--- config.mk ---
export PLATFORM = sky130hd
export DESIGN_NAME = timer_bus_arbiter_flat
export DESIGN_NICKNAME = d
export VERILOG_FILES = /design/src/rtl/timer_bus_arbiter_pkg.sv /design/src/rtl/timer_bus_arbiter_if.sv /design/src/rtl/timer_bus_arbiter_rr_picker.sv /design/src/rtl/timer_bus_arbiter.sv /design/src/flat_wrapper.sv
export SDC_FILE = /design/constraint.sdc
export NUM_CORES = 1
export LEC_CHECK = 0
export CAP_MARGIN = 30
export CORE_MARGIN = 1.5
export CORE_UTILIZATION = 36
export CTS_BUF_LIST = sky130_fd_sc_hd__clkbuf_2
export DETAILED_ROUTE_END_ITERATION = 8
export PLACE_DENSITY = 0.85
export SKIP_CTS_REPAIR_TIMING = 1
export SYNTH_ARGS = -nofsm -noshare
export SYNTH_HDL_FRONTEND = slang
export SYNTH_SLANG_ARGS = --single-unit
--- constraint.sdc ---
create_clock -name clk -period 3.1 [get_ports clk]
set_input_delay 0.62 -clock clk [delete_from_list [all_inputs] [get_ports clk]]
set_output_delay 0.62 -clock clk [all_outputs]
set_load 0.1 [all_outputs]
--- src/rtl/timer_bus_arbiter_pkg.sv ---
// Shared types, default widths and the reference round-robin helper for
// the timer bus arbiter.
package timer_arb_pkg;

   typedef enum logic [1:0] {
      IDLE   = 2'd0,
      ACCESS = 2'd1,
      RESP   = 2'd2
   } arb_state_e;

   localparam int ARB_ADDR_W = 8;
   localparam int ARB_DATA_W = 32;
   localparam int ARB_MAX_M  = 8;

   // Index of the first requester after 'last', wrapping modulo n.
   // Returns -1 when nobody requests. n must be 2..ARB_MAX_M.
   function automatic int rr_next(input logic [ARB_MAX_M-1:0] req,
                                  input int last, input int n);
      int cand;
      rr_next = -1;
      // Walk from the farthest candidate down so the nearest one wins.
      for (int off = n; off >= 1; off--) begin
         cand = (last + off) % n;
         if (req[cand[2:0]]) rr_next = cand;
      end
   endfunction

endpackage

--- src/rtl/timer_bus_arbiter_if.sv ---
// Bundle of requester-side and timer-slave-side signals around the arbiter.
// The 'slave' modport is the arbiter's view (it serves the requesters and
// drives the timer bus); 'master' is the view of the surrounding system.
// Optional macro TIMER_ARB_TIMEOUT_EN adds the per-master m_err pulse.
interface timer_bus_arbiter_if
   import timer_arb_pkg::*;
#(
   parameter int NUM_MASTERS = 4,
   parameter int ADDR_W      = ARB_ADDR_W,
   parameter int DATA_W      = ARB_DATA_W
);
   logic [NUM_MASTERS-1:0]        m_req;
   logic [NUM_MASTERS-1:0]        m_we;
   logic [NUM_MASTERS*ADDR_W-1:0] m_addr;
   logic [NUM_MASTERS*DATA_W-1:0] m_wdata;
   logic [NUM_MASTERS-1:0]        m_gnt;
   logic [NUM_MASTERS-1:0]        m_done;
   logic [DATA_W-1:0]             m_rdata;
`ifdef TIMER_ARB_TIMEOUT_EN
   logic [NUM_MASTERS-1:0]        m_err;
`endif
   logic                          s_sel;
   logic                          s_we;
   logic [ADDR_W-1:0]             s_addr;
   logic [DATA_W-1:0]             s_wdata;
   logic [DATA_W-1:0]             s_rdata;
   logic                          s_ready;
   logic                          busy;

   modport slave (
      input  m_req, m_we, m_addr, m_wdata, s_rdata, s_ready,
      output m_gnt, m_done, m_rdata, s_sel, s_we, s_addr, s_wdata, busy
`ifdef TIMER_ARB_TIMEOUT_EN
      , output m_err
`endif
   );

   modport master (
      output m_req, m_we, m_addr, m_wdata, s_rdata, s_ready,
      input  m_gnt, m_done, m_rdata, s_sel, s_we, s_addr, s_wdata, busy
`ifdef TIMER_ARB_TIMEOUT_EN
      , input m_err
`endif
   );

endinterface

--- src/rtl/timer_bus_arbiter_rr_picker.sv ---
// Combinational round-robin selector: the first requester after 'last'
// (wrapping) wins. Produces a valid flag, the winner index and a one-hot grant.
module rr_picker #(
   parameter int N  = 4,
   parameter int IW = $clog2(N)
) (
   input  logic [N-1:0]  req,
   input  logic [IW-1:0] last,
   output logic          valid,
   output logic [IW-1:0] idx,
   output logic [N-1:0]  gnt
);
   logic [2*N-1:0] dbl;
   logic [2*N-1:0] rot_full;
   logic [N-1:0]   rot;
   logic [IW:0]    shift;
   logic [IW:0]    sum;
   logic [IW-1:0]  pos;

   // Rotate requests so bit 0 is the highest-priority master, pick the
   // lowest set bit, then rotate the position back to a master index.
   always_comb begin
      // NOTE: combinational logic uses blocking '=' so each statement sees the
      // value computed just above it; every output is assigned up front, so
      // no path through the block can leave a latch behind.
      dbl      = {req, req};
      shift    = {1'b0, last} + (IW+1)'(1);
      rot_full = dbl >> shift;
      rot      = rot_full[N-1:0];
      pos      = '0;
      for (int i = N-1; i >= 0; i--) begin
         if (rot[i]) pos = IW'(i);
      end
      sum = shift + {1'b0, pos};
      if (sum >= (IW+1)'(N)) sum = sum - (IW+1)'(N);
      valid = |req;
      idx   = sum[IW-1:0];
      gnt   = valid ? (N'(1) << idx) : '0;
   end

endmodule

--- src/rtl/timer_bus_arbiter.sv ---
// Round-robin arbiter sharing the timer register bus among NUM_MASTERS
// requesters. One transaction at a time: IDLE (arbitrate and latch),
// ACCESS (drive slave until ready), RESP (one-cycle done pulse).
// Optional macro TIMER_ARB_TIMEOUT_EN bounds ACCESS to TIMEOUT_CYC cycles
// and reports an expired access through m_err.
module timer_bus_arbiter
   import timer_arb_pkg::*;
#(
   parameter int NUM_MASTERS = 4,
   parameter int ADDR_W      = ARB_ADDR_W,
   parameter int DATA_W      = ARB_DATA_W
`ifdef TIMER_ARB_TIMEOUT_EN
   , parameter int TIMEOUT_CYC = 16
`endif
) (
   input  logic clk,
   input  logic rst,
   timer_bus_arbiter_if.slave bus
);
   localparam int IW = $clog2(NUM_MASTERS);

   arb_state_e state, state_next;

   logic [IW-1:0]          last_q;
   logic [IW-1:0]          idx_q;
   logic [NUM_MASTERS-1:0] gnt_q;
   logic                   we_q;
   logic [ADDR_W-1:0]      addr_q;
   logic [DATA_W-1:0]      wdata_q;
   logic [DATA_W-1:0]      rdata_q;

   logic                   pick_valid;
   logic [IW-1:0]          pick_idx;
   logic [NUM_MASTERS-1:0] pick_gnt;
   logic                   timeout_hit;

   logic [ADDR_W-1:0] addr_arr  [NUM_MASTERS];
   logic [DATA_W-1:0] wdata_arr [NUM_MASTERS];

   for (genvar i = 0; i < NUM_MASTERS; i++) begin : g_unpack
      assign addr_arr[i]  = bus.m_addr[i*ADDR_W +: ADDR_W];
      assign wdata_arr[i] = bus.m_wdata[i*DATA_W +: DATA_W];
   end

   rr_picker #(.N(NUM_MASTERS), .IW(IW)) u_picker (
      .req   (bus.m_req),
      .last  (last_q),
      .valid (pick_valid),
      .idx   (pick_idx),
      .gnt   (pick_gnt)
   );

`ifdef TIMER_ARB_TIMEOUT_EN
   localparam int CW = $clog2(TIMEOUT_CYC + 1);
   logic [CW-1:0] cnt_q;
   logic          err_q;

   assign timeout_hit = (cnt_q == CW'(TIMEOUT_CYC - 1));

   // ACCESS cycle counter, restarted for every new grant; err marks an
   // access that ran out of time without seeing s_ready.
   always_ff @(posedge clk) begin
      if (rst) begin
         cnt_q <= '0;
         err_q <= 1'b0;
      end else if (state == IDLE) begin
         cnt_q <= '0;
         err_q <= 1'b0;
      end else if (state == ACCESS && !bus.s_ready) begin
         if (timeout_hit) err_q <= 1'b1;
         else             cnt_q <= cnt_q + CW'(1);
      end
   end
`else
   assign timeout_hit = 1'b0;
`endif

   // State register.
   always_ff @(posedge clk) begin
      // NOTE: sequential state uses non-blocking '<=' so every register
      // samples the pre-edge values regardless of statement order.
      if (rst) state <= IDLE;
      else     state <= state_next;
   end

   // Next-state logic.
   always_comb begin
      state_next = state;
      unique case (state)
         IDLE:    if (pick_valid) state_next = ACCESS;
         ACCESS:  if (bus.s_ready || timeout_hit) state_next = RESP;
         RESP:    state_next = IDLE;
         default: state_next = IDLE;
      endcase
   end

   // Transaction latch, read-data capture and round-robin pointer update.
   always_ff @(posedge clk) begin
      // NOTE: datapath registers are reset as well because their zero
      // values are visible on the bus outputs straight after reset.
      if (rst) begin
         last_q  <= IW'(NUM_MASTERS - 1);
         idx_q   <= '0;
         gnt_q   <= '0;
         we_q    <= 1'b0;
         addr_q  <= '0;
         wdata_q <= '0;
         rdata_q <= '0;
      end else begin
         unique case (state)
            IDLE: begin
               if (pick_valid) begin
                  gnt_q   <= pick_gnt;
                  idx_q   <= pick_idx;
                  we_q    <= bus.m_we[pick_idx];
                  addr_q  <= addr_arr[pick_idx];
                  wdata_q <= wdata_arr[pick_idx];
               end
            end
            ACCESS: begin
               if (bus.s_ready)      rdata_q <= bus.s_rdata;
               else if (timeout_hit) rdata_q <= '0;
            end
            RESP: begin
               last_q <= idx_q;
               gnt_q  <= '0;
            end
            default: ;
         endcase
      end
   end

   // Bus outputs decoded from state and the latched transaction.
   always_comb begin
      bus.m_gnt   = gnt_q;
      bus.m_done  = (state == RESP) ? gnt_q : '0;
      bus.m_rdata = rdata_q;
      bus.s_sel   = (state == ACCESS);
      bus.s_we    = we_q;
      bus.s_addr  = addr_q;
      bus.s_wdata = wdata_q;
      bus.busy    = (state != IDLE);
`ifdef TIMER_ARB_TIMEOUT_EN
      bus.m_err   = (state == RESP && err_q) ? gnt_q : '0;
`endif
   end

endmodule

--- src/flat_wrapper.sv ---
// flat-port wrapper written by rule: the top's interface ports become plain ports
module timer_bus_arbiter_flat import timer_arb_pkg::*;
#(
   parameter int NUM_MASTERS = 4,
   parameter int ADDR_W      = ARB_ADDR_W,
   parameter int DATA_W      = ARB_DATA_W

)
  (clk, rst, bus_m_req, bus_m_we, bus_m_addr, bus_m_wdata, bus_s_rdata, bus_s_ready, bus_m_gnt, bus_m_done, bus_m_rdata, bus_s_sel, bus_s_we, bus_s_addr, bus_s_wdata, bus_busy);
  timer_bus_arbiter_if #(.NUM_MASTERS(NUM_MASTERS), .ADDR_W(ADDR_W), .DATA_W(DATA_W)) bus_i ();
  input  logic clk;
  input  logic rst;
  input wire logic [$bits(bus_i.m_req)-1:0] bus_m_req;
  input wire logic [$bits(bus_i.m_we)-1:0] bus_m_we;
  input wire logic [$bits(bus_i.m_addr)-1:0] bus_m_addr;
  input wire logic [$bits(bus_i.m_wdata)-1:0] bus_m_wdata;
  input wire logic [$bits(bus_i.s_rdata)-1:0] bus_s_rdata;
  input wire logic [$bits(bus_i.s_ready)-1:0] bus_s_ready;
  output wire logic [$bits(bus_i.m_gnt)-1:0] bus_m_gnt;
  output wire logic [$bits(bus_i.m_done)-1:0] bus_m_done;
  output wire logic [$bits(bus_i.m_rdata)-1:0] bus_m_rdata;
  output wire logic [$bits(bus_i.s_sel)-1:0] bus_s_sel;
  output wire logic [$bits(bus_i.s_we)-1:0] bus_s_we;
  output wire logic [$bits(bus_i.s_addr)-1:0] bus_s_addr;
  output wire logic [$bits(bus_i.s_wdata)-1:0] bus_s_wdata;
  output wire logic [$bits(bus_i.busy)-1:0] bus_busy;
  assign bus_i.m_req = bus_m_req;
  assign bus_i.m_we = bus_m_we;
  assign bus_i.m_addr = bus_m_addr;
  assign bus_i.m_wdata = bus_m_wdata;
  assign bus_i.s_rdata = bus_s_rdata;
  assign bus_i.s_ready = bus_s_ready;
  assign bus_m_gnt = bus_i.m_gnt;
  assign bus_m_done = bus_i.m_done;
  assign bus_m_rdata = bus_i.m_rdata;
  assign bus_s_sel = bus_i.s_sel;
  assign bus_s_we = bus_i.s_we;
  assign bus_s_addr = bus_i.s_addr;
  assign bus_s_wdata = bus_i.s_wdata;
  assign bus_busy = bus_i.busy;
  timer_bus_arbiter #(.NUM_MASTERS(NUM_MASTERS), .ADDR_W(ADDR_W), .DATA_W(DATA_W)) u_core (.clk(clk), .rst(rst), .bus(bus_i));
endmodule
==> results of run 1 <==
[cells by family after synthesis]
family / count (synthesis) / synth area share
AO/OA/AOI/OAI: 211 / 0.275
AND/OR/NAND/NOR: 192 / 0.156
flip-flops: 83 / 0.331
multiplexers: 81 / 0.171
buffers and inverters: 63 / 0.0565
XOR/XNOR: 2 / 0.00498
adder cells (fa/ha/maj): 2 / 0.00498
[synthesized netlist by cell type (all sizes together), types with 2 or more instances]
library cell,instances
nand2b,3
mux2,40
o32ai,2
a32oi,2
inv,2
and2,6
o21ai,81
buf,23
mux2i,41
clkbuf,38
nor3,2
nor2,16
o21bai,40
dfxtp,83
or2,4
nor2b,3
nor4,2
a21oi,39
nand3,4
a221oi,41
xnor2,2
nand2,150
ha,2
[power groups by stage]
stage | registers, mW | logic [mW] | clock network (mW)
global route | 1.27 | 2.24 | 0.690
detailed placement | 1.27 | 2.12 | 0
finish | 1.25 | 2.13 | 0.634
CTS | 1.25 | 2.13 | 0.651
floorplan | 2.04 | 0.692 | 0
global placement | 1.27 | 2.10 | 0
[cell type report]
| type | instances | area share |
|---|---|---|
| Tap cell | 176 | 0.0273 |
| Clock buffer | 9 | 0.00558 |
| Antenna cell | 1 | 0.000310 |
| Timing Repair Buffer | 312 | 0.363 |
| Multi-Input combinational cell | 489 | 0.387 |
| Inverter | 2 | 0.000930 |
| Sequential cell | 83 | 0.206 |
| Clock inverter | 7 | 0.0102 |
[path summary, 6_finish.rpt]
kind,startpoint,to,slack (ps)
worst max-delay path,bus_m_req[0],u_core.bus.m_gnt[1],190
worst min-delay path,u_core.bus.m_rdata[13],u_core.bus.m_rdata[13],470
worst max register to register,u_core.last_q[0],u_core.bus.m_gnt[1],270
worst min register to register,u_core.bus.m_rdata[13],u_core.bus.m_rdata[13],470
[metrics by stage]
step | instances | setup WS [ps]
after floorplan | 634 | 112
after global placement | 1061 | -289
after detailed placement | 1061 | -363
after CTS | 1077 | 180
after global routing | 1078 | 17.6
final | 1079 | 188
[flip-flops by register name, indices dropped and copies added (netlist names)]
name	cells
u_core.bus.m_gnt	4
u_core.bus.m_rdata	32
u_core.bus.s_addr	8
u_core.bus.s_wdata	32
u_core.bus.s_we	1
u_core.idx_q	2
u_core.last_q	2
u_core.state	2
[worst min-delay path, delay by kind of cell (launching register included)]
kind	cells	cell delay (ps)
simple gates	1	50
compound gates	1	50
flops	1	370
[layer usage]
| metal | vias to the layer above | routed length (um) | GRT usage |
|---|---|---|---|
| met5 | - | 0 | 0 |
| li1 | 2791 | - | - |
| met3 | 27 | 1120 | 0.0442 |
| met2 | 205 | 8890 | 0.405 |
| met4 | 0 | 362 | 0.0654 |
| met1 | 2590 | 7500 | 0.287 |
==> results.yml, run 1 <==
layout:
  drive_gt1_frac: 0.201
  final_common_cell: "clkdlybuf4s50_1"
  postLayoutCellArea_mm2: 0.00807
  fill_cells: 1205
  multi_input_area_mm2: 0.00312
  final_cell_mix: "clkdlybuf4s50_1, nand2_1, buf_4"
  final_core_util: 0.600
  seq_area_mm2: 0.00166
  area.growth.synth_to_final_pct: 60.6
  nNetsFinal: 1102
logic_synthesis:
  syn-instance-count: 634
  synth_edf_count: 0
  synth-seq-cells: 83
  yosysTopAreaCell: "dfxtp_1"
  synth_top_area_frac: 0.331
  yosysUniqueCellTypes: 40
  synth.avg_cell_area_um2: 7.93
  yosysSeqAreaShare: 0.331
  yosysWarnings: 0
  syn_area_mm2: 0.00503
  syn_nets: 839
  async_flop_share: 0
  synth-main-ff-cell: "dfxtp_1"
  synth_area_leaders: "dfxtp_1, nand2_1, mux2_2, mux2i_1, o21ai_0"
sta:
  worst_slew_pin_slew_ps: 845
  maxSlewViolCount: 0
  relSlewSlack: 0.433
  clock_skew_ps: 36.8
  rsz0062_at_grt: "false"
  fmax_ghz: 0.343
  setup_viol: 0
  final.setup.tns_ps: 0
  finalCritPeriodShare: 0.939
  finalCriticalPeriod_ps: 2910
  hold_slack_ps: 474
  hold_violations: 0
power:
  fin_total_pwr_mw: 4.01
  ir_drop_uv: 209
  power_leakage_nw: 3.35
  pwr-share-seq: 0.311
  power.density_mw_per_mm2: 497
  cell_internal_pwr_mw: 2.13
  comb_power_share: 0.531
  sw_frac_of_total: 0.469
  clockPowerShare: 0.158
  p_switching_mw: 1.88
hold_path:
  hold_path.class: "register to register"
  whs_path_depth: 2
setup_path:
  worstSetupPathDepth: 13
  start_kind: "input pin"
  worstPathArrival_ps: 3370
  reg2reg_depth: 12
  critPathMaxFanout: 6
  cp_data_required_time_ps: 3560
  slowest_delay_ps: 660
  path_cells: "clkdlybuf4s50_1 > inv_1 > nor3_1 > a31oi_1 > a21oi_1 > a211oi_1 > buf_4 > ha_4 > xnor2_1 > xnor2_2 > buf_4 > nand2b_1 > a21oi_1"
  critPathCaptureType: "register"
  critical_path.n_buffers_inverters: 4
  critPathKind: "input pin to register"
  cpMaxStageDelayCell: "xnor2_1"
  crit_family: "buffers and inverters"
clock_tree:
  clk_latency_ps: 540
  htreeDepth: 3
  cts.path.max_buffers: 2
  cts_sinks: 83
  root_buffer: "clkbuf_2"
  cts_tree: "done"
  path_clk_slew_ps: 260
  cts_buffers: 9
outcome:
  outcome: "completed"
die:
  coreArea_mm2: 0.0135
  die_y_um: 121
  die_area_mm2: 0.0147
  start_util: 0.374
  pin_count: 286
  rows: 42
  die_w_um: 121
detailed_routing:
  first_pass_iters: 5
  vias: 5613
  avgViaCountPerCell: 5.20
  drtIter0Drc: 317
  finalWirelength_um: 17900
  route.detailed.drc: 0
  wl_per_cell_um: 16.6
  ant_nets: 0
placed_design:
  placed_area_mm2: 0.00793
  port-buffer-count: 285
  place_congestion: 0.863
  dp_hpwl_um: 13200
global_routing:
  grt_pass1_vias: 5327
  antenna_found_initial: 0
  gr-total-overflow: 0
  grt_first_pass_wirelength_um: 26900
  track_usage: 0.231
  grt_max_degree: 81
job:
  cap_violations: 0
Note: power is estimated with default switching activity, not from simulation.
==> run 2, diff against run 1 <==
- HOLD_SLACK_MARGIN: not set -> 0.02
- SLEW_MARGIN: not set -> 20
==> run 2 against run 1 <==
Against the previous run:
- die area did not move
- clock power barely moved
- combinational power barely moved
- first-iteration DRC count fell by 13%
- clock skew barely moved
- worst setup slack improved by 240 ps
- total power barely moved
- hold slack barely moved
- global-route usage did not move
- clock-buffer cell count did not move
- critical endpoint is now u_core.bus.s_wdata[26]
- highest routed layer unchanged
==> results.yml, run 2 (same netlist as run 1, synthesis figures left out) <==
global_routing:
  grt_max_degree: 81
  antenna_found_initial: 0
  gr-total-overflow: 0
  track_usage: 0.231
  grt_pass1_vias: 5327
  grt_first_pass_wirelength_um: 26900
sta:
  relSlewSlack: 0.649
  finalCriticalPeriod_ps: 2670
  maxSlewViolCount: 0
  rsz0062_at_grt: "false"
  finalCritPeriodShare: 0.863
  hold_violations: 0
  fmax_ghz: 0.374
  hold_slack_ps: 474
  worst_slew_pin_slew_ps: 527
  setup_viol: 0
  clock_skew_ps: 36.5
clock_tree:
  root_buffer: "clkbuf_2"
  cts.path.max_buffers: 2
  cts_tree: "done"
  htreeDepth: 3
  cts_sinks: 83
  cts_buffers: 9
  clk_latency_ps: 530
  path_clk_slew_ps: 260
power:
  p_switching_mw: 1.88
  pwr-share-seq: 0.311
  comb_power_share: 0.531
  sw_frac_of_total: 0.467
  cell_internal_pwr_mw: 2.14
  clockPowerShare: 0.158
  fin_total_pwr_mw: 4.02
  power_leakage_nw: 3.35
  power.density_mw_per_mm2: 497
  ir_drop_uv: 209
detailed_routing:
  finalWirelength_um: 17700
  drtIter0Drc: 277
  ant_nets: 0
  route.detailed.drc: 0
  vias: 5588
  avgViaCountPerCell: 5.18
  wl_per_cell_um: 16.4
  first_pass_iters: 5
setup_path:
  critical_path.n_buffers_inverters: 4
  cpMaxStageDelayCell: "clkdlybuf4s50_1"
  slowest_delay_ps: 480
  worstPathArrival_ps: 3120
  path_cells: "clkdlybuf4s50_1 > inv_1 > nor3_1 > a31oi_1 > a21oi_1 > a211oi_1 > buf_4 > ha_4 > xnor2_1 > nor2_4 > buf_16 > a221oi_1"
  critPathCaptureType: "register"
  start_kind: "input pin"
  cp_data_required_time_ps: 3540
  crit_family: "buffers and inverters"
  r2r-start: "u_core.last_q[0]"
  critPathKind: "input pin to register"
  startpoint: "bus_m_req[0]"
  critPathMaxFanout: 28
job:
  cap_violations: 0
die:
  rows: 42
  coreArea_mm2: 0.0135
  start_util: 0.374
  die_y_um: 121
  pin_count: 286
  die_area_mm2: 0.0147
  die_w_um: 121
placed_design:
  place_congestion: 0.863
  dp_cells: 1061
  port-buffer-count: 285
  dp_hpwl_um: 13200
  placed_area_mm2: 0.00793
hold_path:
  hold_path.class: "register to register"
  min_from: "u_core.bus.m_rdata[13]"
outcome:
  outcome: "completed"
layout:
  final_common_cell: "clkdlybuf4s50_1"
  final_cell_mix: "clkdlybuf4s50_1, nand2_1, buf_4"
  nNetsFinal: 1102
  fill_cells: 1200
  postLayoutCellArea_mm2: 0.00809
  fin_cells: 1079
  drive_gt1_frac: 0.201
  area.growth.synth_to_final_pct: 61.0
==> run 2: changes by cell type in the layout (fill, tap and decap cells not counted), sizes merged <==
cell / delta
nor2: -1
buf: +1
==> run 2: per-stage QoR <==
stage	utilization	setup WS (ps)	setup TNS (ps)
6_report	0.601	426	0
5_1_grt	0.601	251	0
4_1_cts	0.599	180	0
3_5_place_dp	0.590	-363	-13030
3_3_place_gp	0.590	-289	-11450
2_1_floorplan	-	112	0
==> run 2: final cells by class <==
cell class / instances / area (um^2) / share of cell area
multi-input cells: 488 / 3110 / 0.385
repair buffers: 313 / 2960 / 0.366
flip-flops and latches: 83 / 1660 / 0.205
well taps: 176 / 220 / 0.0272
clock inverters: 7 / 82.6 / 0.0102
clock buffers: 9 / 45.0 / 0.00557
inverters: 2 / 7.51 / 0.000928
diodes: 1 / 2.50 / 0.000309
==> run 2: power by group through the flow <==
stage	logic [mW]	clock network [mW]	registers, mW
floorplan	0.692	0	2.04
global route	2.25	0.690	1.27
detailed placement	2.12	0	1.27
global placement	2.10	0	1.27
finish	2.13	0.634	1.25
CTS	2.13	0.651	1.25
==> run 2: path summary, 6_finish.rpt <==
kind                            endpoint  slack, ps  cells after the start
setup / recovery  u_core.bus.s_wdata[26]        430                     12
hold / removal    u_core.bus.m_rdata[13]        470                      2
setup reg to reg  u_core.bus.s_wdata[30]        500                     11
hold reg to reg   u_core.bus.m_rdata[13]        470                      2
==> run 2: tightest hold or removal path, stage by stage, from the launching register on <==
cell	delay, ps
dfxtp_1	370
nand2_1	50
a21oi_1	50
==> run 2: per-layer routing <==
| layer | up-vias | global-route usage | routed length [um] |
|---|---|---|---|
| li1 | 2787 | - | - |
| met1 | 2595 | 0.287 | 7450 |
| met2 | 179 | 0.405 | 8770 |
| met3 | 27 | 0.0442 | 1070 |
| met4 | 0 | 0.0654 | 362 |
| met5 | - | 0 | 0 |
